==> config.mk <==
export PLATFORM = sky130hd
export DESIGN_NAME = button_debouncer
export DESIGN_NICKNAME = d
export VERILOG_FILES = /design/src/rtl/button_debouncer.sv
export SDC_FILE = /design/constraint.sdc
export NUM_CORES = 1
export LEC_CHECK = 0
export BUFFER_PORTS_ARGS = -buffer_cell sky130_fd_sc_hd__buf_2
export CORE_ASPECT_RATIO = 0.9
export CORE_UTILIZATION = 53
export DETAILED_ROUTE_END_ITERATION = 8
export GPL_TIMING_DRIVEN = 0
export PLACE_DENSITY = 0.7
export SLEW_MARGIN = 20
export SYNTH_ARGS = -nofsm -noshare
export SYNTH_HDL_FRONTEND = slang
export SYNTH_SLANG_ARGS = --single-unit
==> constraint.sdc <==
create_clock -name clk -period 4.9 [get_ports clk]
set_input_delay 0.49 -clock clk [delete_from_list [all_inputs] [get_ports clk]]
set_output_delay 0.49 -clock clk [all_outputs]
set_load 0.005 [all_outputs]
==> src/rtl/button_debouncer.sv <==
// Multi-button debouncer: two-flop synchronizer and a four-state machine per button.
// A level change is accepted once it has held for DEBOUNCE_US ticks of the shared microsecond timer.
module button_debouncer #(
    parameter int NUM_BTN     = 3,
    parameter int DEBOUNCE_US = 5000,
    parameter int ACTIVE_LOW  = 1
) (
    input  logic               clk,
    input  logic               rst,
    input  logic [31:0]        timeMicro,
    input  logic [NUM_BTN-1:0] btnRaw,
    output logic [NUM_BTN-1:0] btnLevel,
    output logic [NUM_BTN-1:0] btnPress,
    output logic [NUM_BTN-1:0] btnRelease
);

    localparam logic [31:0]        DEB_LIMIT = 32'(DEBOUNCE_US);
    localparam logic [NUM_BTN-1:0] INV_MASK  = (ACTIVE_LOW != 0) ? '1 : '0;

    typedef enum logic [1:0] {
        ST_LOW,
        ST_WAIT_HIGH,
        ST_HIGH,
        ST_WAIT_LOW
    } state_t;

    logic [NUM_BTN-1:0] sync_p0;
    logic [NUM_BTN-1:0] sync_p1;

    // Synchronizer stages: polarity is normalised before the first flop so 1 always means pressed
    always_ff @(posedge clk) begin
        if (!rst) begin
            sync_p0 <= '0;
            sync_p1 <= '0;
        end else begin
            sync_p0 <= btnRaw ^ INV_MASK;
            sync_p1 <= sync_p0;
        end
    end

    for (genvar i = 0; i < NUM_BTN; i++) begin : g_btn
        state_t      state;
        state_t      state_next;
        logic [31:0] stamp;
        logic [31:0] stamp_next;
        logic [31:0] elapsed;
        logic        settled;
        logic        level_q;
        logic        press_q;
        logic        release_q;
        logic        level_next;
        logic        press_next;
        logic        release_next;

        // Modulo-2^32 difference stays correct when the timer wraps inside a window
        assign elapsed = timeMicro - stamp;
        assign settled = (elapsed >= DEB_LIMIT);

        always_comb begin
            state_next   = state;
            stamp_next   = stamp;
            level_next   = level_q;
            press_next   = 1'b0;
            release_next = 1'b0;
            case (state)
                ST_LOW: begin
                    if (sync_p1[i]) begin
                        stamp_next = timeMicro;
                        state_next = ST_WAIT_HIGH;
                    end
                end
                ST_WAIT_HIGH: begin
                    if (!sync_p1[i]) begin
                        state_next = ST_LOW;
                    end else if (settled) begin
                        state_next = ST_HIGH;
                        level_next = 1'b1;
                        press_next = 1'b1;
                    end
                end
                ST_HIGH: begin
                    if (!sync_p1[i]) begin
                        stamp_next = timeMicro;
                        state_next = ST_WAIT_LOW;
                    end
                end
                ST_WAIT_LOW: begin
                    if (sync_p1[i]) begin
                        state_next = ST_HIGH;
                    end else if (settled) begin
                        state_next   = ST_LOW;
                        level_next   = 1'b0;
                        release_next = 1'b1;
                    end
                end
                default: state_next = ST_LOW;
            endcase
        end

        // State register stage: outputs are registered alongside the state
        always_ff @(posedge clk) begin
            if (!rst) begin
                state     <= ST_LOW;
                stamp     <= '0;
                level_q   <= 1'b0;
                press_q   <= 1'b0;
                release_q <= 1'b0;
            end else begin
                state     <= state_next;
                stamp     <= stamp_next;
                level_q   <= level_next;
                press_q   <= press_next;
                release_q <= release_next;
            end
        end

        assign btnLevel[i]   = level_q;
        assign btnPress[i]   = press_q;
        assign btnRelease[i] = release_q;
    end

endmodule

==> reports/qor.csv <==
metric,value,unit
status,"complete, no violations",
Placed Instances,1770,
Clock Sinks,117,
drt total wl,29500,um
Syn Inst Count,1476,
CTS HTree Levels,4,
CP Capture Type,register,
Root Driver,clkbuf_16,
PortBufs,44,
Final Hold Vio Count,0,
Fillers,1868,
unrepaired setup endpoints after global routing,no,
GRT Total Usage,0.289,
antenna violations before repair,0,
Syn-to-layout area delta,10.9,%
gpl congestion,0.973,
number of synthesized flops with an enable pin,0,
Mapped Area,10500,sq um
type of the tightest min-delay check,input port to register,
hold buffer count at CTS,0,
Max Slew Vio Count,0,
syn nets,1609,
worst endpoint required time,5.21,ns
# IOs,46,
Unique masters post-synth,91,
grt ovf,0,
drt pass-1 iters,5,
CP arrival,4.24,ns
total power,3.26,mW
post-cts resize count,0,
Yosys warning count,0,
Clock Pin Slew Worst Setup and Hold Paths,0.06,ns
setup repair bufs after CTS,0,
WHS,0.204,ns
"Worst Path Class, Setup",input port to register,
Final Cycle Share,0.802,
HPWL Detailed,23400,um
Yosys reg bits,117,
setup tns final,0,ns
Slew Limit Headroom,0.456,
first-pass GRT wire length,46600,um
multi-input combinational cell area,7360,sq um
worst vdd ir,0.000181,V
number of global-route vias before repair,9407,
"Seq/Total Area, Yosys",0.222,
ratio of cells with drive above 1 in the final layout,0.0883,
largest net degree at the start of global routing,17,
Worst Setup EP,g_btn[1].level_q,
latest clock arrival within the worst-skew pair,0.43,ns
post-synthesis area per instance,7.15,sq um
Non-Filler Instances,1802,
# Max-Cap Violations,0,
CTS tree,yes,
CP startpoint kind,input port,
flop-to-flop setup slack,1.02,ns
TritonCTS buffer count,17,
pwr/cell area,279,nW/um^2
Reg area,2340,sq um
Post-synth ARST share,0,
Finished Cell Area,11700,sq um
Post-Route Skew,0.0108,ns
wire per inst,16.4,um
worst slew pin tran,0.817,ns
DIE WIDTH,151,um
core area,19300,sq um
initial core utilization,0.545,
Most used DFF post-synth,dfxtp_1,
DRC Markers,0,
clock tree buffer depth,2,
Die H,136,um
leak pwr,4.28,nW
DIE AREA,20500,sq um
via-per-instance ratio,5.84,
min Tclk post-route,3.93,ns
Setup Viol. Count Final,0,
ANT cells,0,
Antenna Nets Post-Route,0,
Critical path origin,timeMicro[0],
path depth of the worst reg2reg path,13,
Nets,1672,
Reg-to-Reg Start,g_btn[1].stamp[0],
FF-to-FF End,g_btn[1].level_q,
DR vias,10500,
Area after DPL,11100,sq um
number of placement rows,48,
Initial DRC Count,671,
fmax,0.254,GHz
crit path max fanout,6,
## state kept, by name, summed over array words and instances (netlist names), named ones only
signal / cells
g_btn.stamp: 96
g_btn.level_q: 3
g_btn.press_q: 3
g_btn.release_q: 3
g_btn.state: 3
sync_p0: 3
sync_p1: 3
## metal layers
metal | part of all wire | vias to the layer above | global-route usage
met2 | 0.46 | 286 | 0.483
met3 | 0.060 | 39 | 0.0302
li1 | - | 5349 | -
met5 | 0 | - | 0
met4 | 0.018 | 0 | 0.0872
met1 | 0.46 | 4858 | 0.392
## cells by family after synthesis
group / synth area share
AOI/OAI and AO/OA: 0.298
xor gates and xnor gates: 0.0490
adders and majority gates: 0.116
buffers and inverters: 0.0801
muxes: 0.0114
DFF: 0.222
and+or+nand+nor: 0.223
## cell usage after synthesis, types with 5 or more instances
library cell / instances / area share
mux2i_1: 12 / 0.011
o31ai_1: 10 / 0.0071
a31o_2: 5 / 0.0042
o21bai_1: 8 / 0.0057
a211o_1: 9 / 0.0075
a21o_1: 28 / 0.020
a21oi_1: 191 / 0.091
nor2b_1: 7 / 0.0042
o211ai_1: 17 / 0.012
a31oi_1: 12 / 0.0071
ha_1: 93 / 0.11
nor2_1: 65 / 0.023
or4_1: 6 / 0.0043
nand2b_1: 14 / 0.0083
nand4_1: 28 / 0.017
and3_1: 14 / 0.0083
inv_1: 116 / 0.041
buf_2: 5 / 0.0024
or2_2: 7 / 0.0042
buf_4: 11 / 0.0078
nand2_1: 285 / 0.10
and2_1: 7 / 0.0042
nor3_1: 19 / 0.0090
a211oi_1: 13 / 0.0093
nor4_1: 11 / 0.0065
o31a_1: 6 / 0.0050
clkbuf_1: 63 / 0.022
xor2_1: 24 / 0.020
o21ai_0: 71 / 0.034
dfxtp_1: 117 / 0.22
o21a_1: 22 / 0.016
xnor2_1: 35 / 0.029
o221ai_1: 5 / 0.0042
o21ai_1: 9 / 0.0043
nand3_1: 27 / 0.013
## worst min path at each step
stage / cells after the start / from / slack, ns / to
final: 2 / btnRaw[2] / 0.20 / sync_p0[2]
after global routing: 2 / btnRaw[0] / 0.21 / sync_p0[0]
after global placement: 1 / sync_p0[0] / 0.42 / sync_p1[0]
after floorplan: 1 / sync_p0[0] / 0.41 / sync_p1[0]
after detailed placement: 1 / sync_p0[2] / 0.43 / sync_p1[2]
after CTS: 2 / btnRaw[2] / 0.20 / sync_p0[2]
## through the flow
step,setup slack [ns],utilization
detailed placement,0.571,0.573
global placement,0.608,0.573
global route,0.690,0.605
finish,0.969,0.605
floorplan,1.33,-
CTS,1.01,0.605
## critical path: stages
cell and delay [ns]:
buf_2 0.14, inv_1 0.15, ha_1 0.22, inv_1 0.06, fa_1 0.38, a211oi_1 0.39
o211ai_1 0.21, a31oi_1 0.43, o21ai_0 0.17, xnor2_1 0.22, nand3_1 0.10, or4b_4 0.50
o41ai_4 0.53, or2_1 0.18, a31oi_1 0.07
## cells in the final DEF (no fill, tap or decap), drive strengths merged, types with 12 or more instances in the layout
master	Yosys	layout
o21a	22	22
ha	93	93
nor3	19	19
o31ai	12	12
nand2b	14	14
and3	14	14
a21oi	196	196
o211ai	17	17
a31oi	14	14
nor2	65	65
nand4	28	28
clkbuf	65	83
a211oi	14	14
nand3	27	27
xor2	24	24
dfxtp	117	117
nand2	285	285
a21o	29	29
inv	116	118
o21ai	80	80
mux2i	12	12
buf	19	63
xnor2	35	35
## layout make-up
class	instances	share of cell area
multi-input combinational	1158	0.629
sequential	117	0.200
clock buffer	18	0.0376
inverter	117	0.0376
buffer	84	0.0347
tap	250	0.0267
timing repair buffer	44	0.0188
clock inverter	14	0.0150
## report_power, final
group | leakage, nW | internal (mW) | total, mW | switching [mW]
Clock | 0.293 | 0.816 | 1.29 | 0.479
Combinational | 3.04 | 0.365 | 0.964 | 0.599
Sequential | 0.951 | 0.986 | 1.00 | 0.0182
Total | 4.28 | 2.17 | 3.26 | 1.10
Power figures use the tool's default switching activity.
